`config.mk`:
```
export PLATFORM = sky130hd
export DESIGN_NAME = muldiv_seq
export DESIGN_NICKNAME = d
export VERILOG_FILES = /design/src/rtl/muldiv_seq.sv
export SDC_FILE = /design/constraint.sdc
export NUM_CORES = 1
export LEC_CHECK = 0
export BUFFER_PORTS_ARGS = -buffer_cell sky130_fd_sc_hd__buf_2
export CORE_MARGIN = 2
export CORE_UTILIZATION = 47
export DETAILED_ROUTE_END_ITERATION = 16
export PLACE_DENSITY_LB_ADDON = 0.12
export SYNTH_ARGS = -nofsm -noshare
export SYNTH_HDL_FRONTEND = slang
export SYNTH_SLANG_ARGS = --single-unit
```
`constraint.sdc`:
```
create_clock -name clk_i -period 7.44 [get_ports clk_i]
set_clock_uncertainty 0.15 [all_clocks]
set_input_delay 1.116 -clock clk_i [delete_from_list [all_inputs] [get_ports clk_i]]
set_output_delay 1.116 -clock clk_i [all_outputs]
set_load 0.1 [all_outputs]
```
`src/rtl/muldiv_seq.sv`:
```
// HI/LO multiply/divide sequencer: shift-add multiply, restoring divide, one bit per cycle.
// Latency WIDTH+1 cycles from acceptance to done_o; requests arriving while busy_o is high are dropped.
module muldiv_seq #(
    parameter int WIDTH = 32,
    parameter int CNT_W = 6
) (
    input  logic             clk_i,
    input  logic             rst_i,
    input  logic             start_i,
    input  logic [5:0]       funct_i,
    input  logic [WIDTH-1:0] src1_i,
    input  logic [WIDTH-1:0] src2_i,
    output logic             busy_o,
    output logic             done_o,
    output logic [WIDTH-1:0] hi_o,
    output logic [WIDTH-1:0] lo_o
);

    localparam logic [5:0] F_MTHI  = 6'b010001;
    localparam logic [5:0] F_MTLO  = 6'b010011;
    localparam logic [5:0] F_MULT  = 6'b011000;
    localparam logic [5:0] F_MULTU = 6'b011001;
    localparam logic [5:0] F_DIV   = 6'b011010;
    localparam logic [5:0] F_DIVU  = 6'b011011;

    typedef enum logic [1:0] {IDLE, RUN, DONE} state_t;

    state_t               state_q, state_d;
    logic [CNT_W-1:0]     cnt_q, cnt_d;
    logic                 is_div_q, is_div_d;
    logic                 neg_q, neg_d;
    logic                 neg_rem_q, neg_rem_d;
    logic [WIDTH-1:0]     mcand_q, mcand_d;
    logic [2*WIDTH-1:0]   acc_q, acc_d;
    logic [WIDTH-1:0]     hi_q, hi_d;
    logic [WIDTH-1:0]     lo_q, lo_d;

    logic                 is_mul_op, is_div_op, is_signed;
    logic                 a_neg, b_neg, div_zero;
    logic [WIDTH-1:0]     a_mag, b_mag;
    logic [WIDTH:0]       mul_sum, rem_sh, rem_diff;
    logic [2*WIDTH-1:0]   mul_next, div_next, iter, prod;
    logic [WIDTH-1:0]     quo, rem;

    // Datapath for one iteration; the accumulator low half holds the
    // multiplier (multiply) or the dividend shifting into the quotient (divide).
    always_comb begin
        mul_sum  = {1'b0, acc_q[2*WIDTH-1:WIDTH]} + (acc_q[0] ? {1'b0, mcand_q} : '0);
        mul_next = {mul_sum, acc_q[WIDTH-1:1]};
        rem_sh   = {acc_q[2*WIDTH-1:WIDTH], acc_q[WIDTH-1]};
        rem_diff = rem_sh - {1'b0, mcand_q};
        div_next = rem_diff[WIDTH] ? {rem_sh[WIDTH-1:0], acc_q[WIDTH-2:0], 1'b0}
                                   : {rem_diff[WIDTH-1:0], acc_q[WIDTH-2:0], 1'b1};
        iter     = is_div_q ? div_next : mul_next;
        prod     = neg_q ? -iter : iter;
        quo      = neg_q ? -iter[WIDTH-1:0] : iter[WIDTH-1:0];
        rem      = neg_rem_q ? -iter[2*WIDTH-1:WIDTH] : iter[2*WIDTH-1:WIDTH];
    end

    // Request decode and operand magnitudes. A zero divisor keeps the raw
    // dividend and no sign fix-up, so the plain iteration leaves lo=~0, hi=src1.
    always_comb begin
        is_mul_op = (funct_i == F_MULT) || (funct_i == F_MULTU);
        is_div_op = (funct_i == F_DIV)  || (funct_i == F_DIVU);
        is_signed = (funct_i == F_MULT) || (funct_i == F_DIV);
        div_zero  = is_div_op && (src2_i == '0);
        a_neg     = is_signed && src1_i[WIDTH-1] && !div_zero;
        b_neg     = is_signed && src2_i[WIDTH-1];
        a_mag     = a_neg ? -src1_i : src1_i;
        b_mag     = b_neg ? -src2_i : src2_i;
    end

    always_comb begin
        state_d   = state_q;
        cnt_d     = cnt_q;
        is_div_d  = is_div_q;
        neg_d     = neg_q;
        neg_rem_d = neg_rem_q;
        mcand_d   = mcand_q;
        acc_d     = acc_q;
        hi_d      = hi_q;
        lo_d      = lo_q;
        case (state_q)
            IDLE: begin
                if (start_i) begin
                    if (funct_i == F_MTHI) begin
                        hi_d = src1_i;
                    end else if (funct_i == F_MTLO) begin
                        lo_d = src1_i;
                    end else if (is_mul_op || is_div_op) begin
                        is_div_d  = is_div_op;
                        neg_d     = a_neg ^ b_neg;
                        neg_rem_d = is_div_op && a_neg;
                        mcand_d   = is_div_op ? b_mag : a_mag;
                        acc_d     = {{WIDTH{1'b0}}, (is_div_op ? a_mag : b_mag)};
                        cnt_d     = CNT_W'(WIDTH);
                        state_d   = RUN;
                    end
                end
            end
            RUN: begin
                acc_d = iter;
                cnt_d = cnt_q - 1'b1;
                if (cnt_q == CNT_W'(1)) begin
                    hi_d    = is_div_q ? rem : prod[2*WIDTH-1:WIDTH];
                    lo_d    = is_div_q ? quo : prod[WIDTH-1:0];
                    state_d = DONE;
                end
            end
            DONE: begin
                state_d = IDLE;
            end
            default: begin
                state_d = IDLE;
            end
        endcase
    end

    always_ff @(posedge clk_i) begin
        if (rst_i) begin
            state_q   <= IDLE;
            cnt_q     <= '0;
            is_div_q  <= 1'b0;
            neg_q     <= 1'b0;
            neg_rem_q <= 1'b0;
            mcand_q   <= '0;
            acc_q     <= '0;
            hi_q      <= '0;
            lo_q      <= '0;
        end else begin
            state_q   <= state_d;
            cnt_q     <= cnt_d;
            is_div_q  <= is_div_d;
            neg_q     <= neg_d;
            neg_rem_q <= neg_rem_d;
            mcand_q   <= mcand_d;
            acc_q     <= acc_d;
            hi_q      <= hi_d;
            lo_q      <= lo_d;
        end
    end

    // A reset landing in the DONE cycle suppresses the completion pulse.
    assign done_o = (state_q == DONE) && !rst_i;
    assign busy_o = (state_q != IDLE);
    assign hi_o   = hi_q;
    assign lo_o   = lo_q;

endmodule

```
Yosys cells after proc, flatten, opt, wreduce, memory -nomap -nowiden
Cells that the tools add are included.
{"block": "totals", "reg_bits": 171, "in_bits": 73}
{"block": "classes", "reduce_logical": 21, "addsub": 8, "eq_ne": 16, "bitwise_logic": 3, "mux": 37}
{"cell": "two-way mux 32 bit", "count": 16}
{"cell": "two-way mux 64 bit", "count": 7}
{"cell": "negator 32 bit", "count": 4}
{"cell": "case mux 32 bit (2 select lines)", "count": 2}
{"cell": "case mux 64 bit (2 select lines)", "count": 1}
{"cell": "negator 64 bit", "count": 1}
{"cell": "equality test 6 x 5 -> 1 bit (second input constant)", "count": 6}
{"cell": "adder 32 x 32 -> 33 bit", "count": 1}
{"cell": "subtractor 33 x 32 -> 33 bit", "count": 1}
{"cell": "zero test 32 bit", "count": 1}
{"cell": "two-way mux 6 bit", "count": 4}
{"cell": "AND reduction 5 bit", "count": 4}
{"cell": "inequality test 2 bit (second input constant)", "count": 7}
{"cell": "case mux 6 bit (2 select lines)", "count": 1}
{"cell": "two-way mux 2 bit", "count": 5}
{"cell": "equality test 6 x 1 -> 1 bit (second input constant)", "count": 1}
{"cell": "logical AND 1 bit", "count": 6}
{"cell": "subtractor 6 x 1 -> 6 bit (second input constant)", "count": 1}
{"cell": "logical OR 1 bit", "count": 4}
{"cell": "case mux 2 bit (2 select lines)", "count": 1}
{"cell": "AND reduction 4 bit", "count": 1}
{"cell": "nonzero test 2 bit", "count": 2}
{"cell": "equality test 2 x 1 -> 1 bit (second input constant)", "count": 1}
{"cell": "equality test 2 bit (second input constant)", "count": 1}
{"cell": "other kinds (4)", "count": 6}

Longest topological paths before layout
Gate-level depths: netlist of the first run.
{"block": "depth", "depth_word": 12, "depth_mapped": 24, "ltp_nobuf": 24}

Worst setup path before layout of the first run
Ideal clock, no wire load.
{"block": "synth_timing", "path_kind": "register -> register", "startpoint": "register acc_q[31]", "endpoint": "register hi_q[18], in the netlist hi_o[18]", "n_path_buf": 0, "path_stages_with_launch": 24, "required_ps": 7212, "synth_period_minus_slack_ps": 5589, "setup_slack_ps": 1851, "arrival_ps": 5361, "cell_sequence": "dfxtp_1 inv_1 ha_1 inv_1 fa_1 a211oi_1 or3_4 a211oi_4 o21a_2 o31ai_2 nor2_2 a21oi_1 ha_1 o21ai_1 nand2b_1 or4_4 or4b_4 or3_1 or3_1 nor3_1 o22a_2 a21oi_1 o311a_1 nor3_1"}
{"block": "synth_between", "elab_chain_cells": 8, "word_cells_on_any_way": 10, "cone_classes": "add/sub: 3; mux: 7"}
{"item": "start: declaration", "line_no": "34", "text": "logic [2*WIDTH-1:0] acc_q, acc_d;"}
{"item": "start signal: assignment", "line_no": "127", "text": "acc_q <= '0;"}
{"item": "start signal: assignment", "line_no": "137", "text": "acc_q <= acc_d;"}
{"item": "subtractor 33 x 32 -> 33 bit", "line_no": "51", "text": "rem_diff = rem_sh - {1'b0, mcand_q};"}
{"item": "two-way mux 64 bit", "line_no": "52", "text": "div_next = rem_diff[WIDTH] ? {rem_sh[WIDTH-1:0], acc_q[WIDTH-2:0], 1'b0}"}
{"item": "two-way mux 64 bit *", "line_no": "54", "text": "iter = is_div_q ? div_next : mul_next;"}
{"item": "negator 64 bit / negator 32 bit (equally long branches)", "line_no": "55, 57"}
{"item": "two-way mux 64 bit / two-way mux 32 bit (equally long branches)", "line_no": "55, 57"}
{"item": "two-way mux 32 bit *", "line_no": "105", "text": "hi_d = is_div_q ? rem : prod[2*WIDTH-1:WIDTH];"}
{"item": "two-way mux 32 bit *", "line_no": "104", "text": "if (cnt_q == CNT_W'(1)) begin"}
{"item": "case mux 32 bit (2 select lines) *", "line_no": "83", "text": "case (state_q)"}
{"item": "end signal: assignment", "line_no": "138", "text": "hi_q <= hi_d;"}
{"item": "end: declaration", "line_no": "35", "text": "logic [WIDTH-1:0] hi_q, hi_d;"}
Mark *: on every way between the ends. The rest lies on a longest branch, timed or not. The select of a mux whose other input is x is not followed.
A chain may end at the register's enable or synchronous reset.

Final worst setup path of the first run
Ends and elaborated chain as after synthesis.

==> results.cfg, run 1 <==
[logic_synthesis]
yosysTopAreaCell = dfxtp_1
synth_area_sq_um = 15700
synthFlopType = dfxtp_1
syn_inst = 2205
synth_most_common_cell = nand2_1
synth_seq_cells = 171
synth_fp_nets = 2350
ys_top_cells_by_count = 248 x nand2_1, 226 x nor2_1, 215 x a21oi_1
synth_area_leaders = dfxtp_1 22%, a21oi_1 6.8%, nand2_1 5.9%, ha_1 5.6%, xnor2_1 5.5%
yosysWarnings = 0
synth_area_per_cell_sq_um = 7.12
synth_edf_count = 0
async_flop_share_pct = 0
synth_top_area_share_pct = 21.8
yosysSeqAreaShare_pct = 21.8
synth.lib_cells_used.distinct = 100

[die]
dieHeight_um = 187
fp.dieArea_sq_um = 34900
initial_utilization_pct = 48.0
die_w_um = 187
core_area_sq_um = 32700
rows = 66
io_pins = 139

[routing]
wl_mm = 71.8
ant_nets = 0
viasPerCell = 6.57
vias = 17877
drc_errors = 0
first_iter_violations = 2065
first_pass_iters = 6
wl_per_cell_um = 26.4

[cts]
cts_resized = 0
cts_made_buffers = 17
clk_pin_slew_ps = 80
htreeDepth = 4
cts_tree = done
clk_latency_ps = 470
cts_hold_buf = 0
cts.sinks = 171
clockBufferDepth = 2
postCtsSetupBuffers = 0
root_buffer = clkbuf_16

[layout]
fin_nets = 2408
drive_above_1_share_pct = 12.3
area.growth.synth_to_final_pct = 10.4
fin_cells = 2719
regArea_sq_um = 3430
fin_util_pct = 53.0
multiInputGateArea_sq_um = 11500
n_fill_cell = 3400

[grt]
gr-total-overflow = 0
first_global_vias = 16531
grt_max_degree = 86
grt_pass1_wl_mm = 106
grt_use_total_pct = 40.2
antenna_found_initial = 3

[timing]
period_minus_slack_ps = 6410
tightest_slew_ps = 1110
rsz0062_at_grt = no
slew_viol_final = 0
timing.fmax_mhz = 156
fin_tns_setup_ps = 0
finalHoldViolCount = 0
setup_viol = 0
period_share_pct = 86.2
slew_headroom_pct = 23.8

[power_and_ir_drop]
pwr-share-seq_pct = 37.7
combPwrFrac_pct = 23.7
pwr-share-clk_pct = 38.6
power_density_nw_per_um2 = 143
p_switching_mw = 0.866
p_sw_share_pct = 34.8
leakage_nw = 6.90
p_int_mw = 1.62
peakVddDrop_v = 0.000175

[worst_setup_path]
worstSetupPathType = flip-flop to flip-flop
end_kind = flip-flop
start_kind = flip-flop
crit_fanout = 7
crit_required_ps = 7690
arrival_ps = 6660

[placement]
placed_cells = 2686
io_buffers = 138
dp_hpwl_mm = 55.6
gp_congestion = 1.01

[hold_path]
hold_class = flip-flop to flip-flop

[status]
outcome = finished clean

[run]
max_cap_viol_count = 0
[metal layers]
layer / track usage, % / share of wire (%)
met1: 54.2 / 42
met2: 59.5 / 42
met3: 10.6 / 11
met4: 19.4 / 5.3
met5: 0 / 0.033
[through the flow]
| step | instance area (sq um) | power [mW] | setup WS [ps] | hold slack [ps] |
|---|---|---|---|---|
| 6_report | 17300 | 2.49 | 1030 | 307 |
| 5_1_grt | 17300 | 2.55 | 686 | 331 |
| 4_1_cts | 17300 | 2.46 | 1100 | 307 |
| 3_5_place_dp | 16700 | 1.52 | 1180 | 298 |
| 3_3_place_gp | 16700 | 1.52 | 1350 | 296 |
| 2_1_floorplan | 15700 | 1.31 | 1850 | 290 |
[flip-flops by register name, summed over array words and instances (netlist names)]
| register | count |
|---|---|
| hi_o | 32 |
| neg_q | 1 |
| is_div_q | 1 |
| lo_o | 32 |
| cnt_q | 6 |
| state_q | 2 |
| neg_rem_q | 1 |
| acc_q | 64 |
| mcand_q | 32 |
[critical path, stage by stage (launching register included)]
cell      delay [ps]
dfxtp_1          320
inv_1            120
ha_1             190
inv_1             50
fa_1             430
a211oi_1         460
or3_4            230
a211oi_4          70
o21a_2           260
o31ai_2          210
buf_4            170
nor2_2            60
a21oi_1          180
ha_1             200
o21ai_1          100
nand2b_1         200
or4_4            550
or4b_4           560
or3_1            520
or3_1            400
nor3_1           210
o22a_2           200
a21oi_1           60
o311a_1          280
nor3_1           130
[power groups by stage]
stage                     clock [mW]  combinational [mW]  sequential (mW)
after floorplan                    0               0.337            0.973
after global placement             0               0.567            0.957
after detailed placement           0               0.568            0.957
after CTS                      0.958               0.570            0.936
after global routing           0.997               0.620            0.938
final                          0.959               0.590            0.937
[final timing paths]
path | start | to | slack [ps] | cells past startpoint
setup / recovery | acc_q[31] | hi_o[18] | 1030 | 24
setup reg to reg | acc_q[31] | hi_o[18] | 1030 | 24
hold reg to reg | hi_o[21] | hi_o[21] | 310 | 2
hold / removal | hi_o[21] | hi_o[21] | 310 | 2
[area by class of cell]
type / instances / share of cell area, %
multi-input cells: 1816 / 66.2
flip-flops and latches: 171 / 19.8
repair buffers: 178 / 5.71
well taps: 442 / 3.19
clock buffers: 22 / 2.68
inverters: 79 / 1.71
clock inverters: 10 / 0.757
diodes: 1 / 0.0144
[layout by cell type (no fill, tap or decap), types with 25 or more instances in the layout]
cell,count
ha_1,70
a31oi_1,43
nor2_1,224
nor3_1,62
mux2i_1,30
xnor2_1,98
nand2_1,248
o21ai_0,142
nand3_1,33
o31ai_1,27
a21o_1,26
o211ai_1,57
buf_4,40
o22ai_1,33
and2_1,45
nand4_1,25
xor2_1,63
a21oi_1,213
buf_2,137
dfxtp_1,170
a311oi_1,25
inv_1,78
[logic make-up (layout without fill, tap and decap cells)]
kind of cell    count (synthesis)  after routing  share of synthesized area [%]
xor+xnor                      161            161                           8.98
compound gates                747            747                           30.8
other cells                     0              1                              0
buf+inv                       218            289                           5.44
mux                            42             42                           2.77
flops                         171            171                           21.8
simple gates                  794            794                           24.4
fa+ha+maj                      72             72                           5.83
Power figures use the tool's default switching activity.
==> run 2: changes to the inputs <==
- CORE_UTILIZATION: 47 -> 55
- CTS_CLUSTER_DIAMETER: unset -> 100
==> results.cfg, run 2 (synthesis gave the netlist of run 1 again) <==
[layout]
regMostFlops = acc_q
largest_register_ffs = 64
area.growth.synth_to_final_pct = 9.67
final_common_cell = nand2_1
diodes = 0
final_cell_mix = 248 x nand2_1, 224 x nor2_1, 213 x a21oi_1
fin_nets = 2398
drive_above_1_share_pct = 12.0

[worst_setup_path]
rrSetupSlack_ps = 780
worst-r2r-cell-count = 23
worstReg2RegEnd = hi_o[18]
worstSetupPathType = flip-flop to flip-flop
arrival_ps = 6880
slowest_delay_ps = 580
crit_fanout = 7
crit_path_top_delay_cell = or4b_4
start_kind = flip-flop
worstPathCellList = inv_1, ha_1, inv_1, fa_1, a211oi_1, or3_4, a211oi_4, o21a_2, o31ai_2, nor2_2, a21oi_1, ha_1, o21ai_1, nand2b_1, or4_4, or4b_4, or3_1, or3_1, nor3_1, o22a_2, a21oi_1, o311a_1, nor3_1
r2r-start = acc_q[31]
crit_required_ps = 7660
end_kind = flip-flop

[routing]
first_pass_iters = 6
wl_per_cell_um = 26.0
wl_mm = 68.8
vias = 18287
ant_nets = 0
drc_errors = 0
viasPerCell = 6.92
first_iter_violations = 2594

[cts]
postCtsSetupBuffers = 0
htreeDepth = 4
cts_made_buffers = 17
cts_hold_buf = 0
clockBufferDepth = 2
cts_tree = done
clk_latency_ps = 460
root_buffer = clkbuf_16
cts_resized = 0
clk_pin_slew_ps = 80
cts.sinks = 171

[run]
max_cap_viol_count = 0

[timing]
period_minus_slack_ps = 6660
slew_headroom_pct = 14.6
period_share_pct = 89.5
tightest_slew_ps = 1280
timing.fmax_mhz = 150
rsz0062_at_grt = no
slew_viol_final = 0
fin_tns_setup_ps = 0
finalHoldViolCount = 0
setup_viol = 0

[grt]
grt_pass1_wl_mm = 102
met2_usage_pct = 61.0
grt_busiest_layer = met1
grtUsageMet1_pct = 63.3
gr-total-overflow = 0
antenna_found_initial = 0
met3_usage_pct = 12.5
grt_max_degree = 77
grt_use_total_pct = 44.3
first_global_vias = 16110

[power_and_ir_drop]
p_int_mw = 1.57
leakage_nw = 6.87
p_sw_share_pct = 38.0
power_density_nw_per_um2 = 147
peakVddDrop_v = 0.000140
p_switching_mw = 0.961
pwr-share-seq_pct = 37.1
combPwrFrac_pct = 23.5
pwr-share-clk_pct = 39.4
power_mw = 2.53

[die]
fp.dieArea_sq_um = 29900
rows = 61
initial_utilization_pct = 56.2
io_pins = 139
core_area_sq_um = 27900
die_w_um = 173
dieHeight_um = 173

[hold_path]
worstHoldPathCells = 2
worst_hold_path.endpoint = hi_o[1]
hp-start = hi_o[1]
hold_class = flip-flop to flip-flop

[status]
outcome = finished clean

[placement]
io_buffers = 138
gp_congestion = 1.05
dp_hpwl_mm = 53.1
-- run 2: cell types whose count changed in the layout (fill, tap and decap cells not counted) --
cell	delta
clkbuf_1	-3
clkinv_8	+6
inv_12	+3
buf_4	-9
clkinv_4	-3
inv_8	+2
diode_2	-1
clkinvlp_4	-1
clkbuf_8	-2
buf_1	-1
bufinv_16	-2
-- run 2: routing by layer --
metal  part of all wire (%)  routed length, um
met1                     42              28900
met2                     39              26900
met3                     14               9420
met4                    5.3               3640
met5                      0                  0
-- run 2: metrics by stage --
stage / instances / cell area (sq um) / hold slack [ps] / utilization (%) / setup WS, ps
2_1_floorplan: 2205 / 15700 / 290 / - / 1850
6_report: 2644 / 17200 / 305 / 61.7 / 779
5_1_grt: 2644 / 17200 / 345 / 61.7 / 527
3_5_place_dp: 2612 / 16600 / 298 / 59.4 / 976
3_3_place_gp: 2612 / 16600 / 289 / 59.4 / 1100
4_1_cts: 2644 / 17200 / 307 / 61.7 / 924
-- run 2: cell type report --
| cell class | instances | area (sq um) |
|---|---|---|
| multi-input combinational | 1816 | 11500 |
| sequential | 171 | 3430 |
| inverter | 79 | 297 |
| tap | 378 | 473 |
| timing repair buffer | 168 | 918 |
| clock buffer | 17 | 425 |
| fill | 2592 | 10700 |
| clock inverter | 15 | 206 |
-- run 2: worst max path at each step --
stage / startpoint / to / slack, ps / depth (start not counted)
6_report: acc_q[31] / hi_o[18] / 780 / 23
3_3_place_gp: acc_q[31] / hi_o[18] / 1100 / 23
2_1_floorplan: acc_q[31] / hi_o[18] / 1850 / 23
5_1_grt: acc_q[31] / hi_o[6] / 530 / 24
3_5_place_dp: acc_q[31] / hi_o[18] / 980 / 23
4_1_cts: acc_q[31] / hi_o[18] / 920 / 23
-- run 2: power groups by stage --
stage,clock [mW],sequential [mW],combinational (mW)
5_1_grt,1.02,0.938,0.613
3_3_place_gp,0,0.958,0.556
2_1_floorplan,0,0.973,0.337
4_1_cts,0.983,0.936,0.562
6_report,0.996,0.937,0.593
3_5_place_dp,0,0.958,0.559
-- run 2: worst max-delay path, delay by kind of cell (launching register included) --
family	cells	cell delay [ps]
simple gates	9	2890
compound gates	9	2220
fa+ha+maj	3	820
flops	1	320
buf+inv	2	190
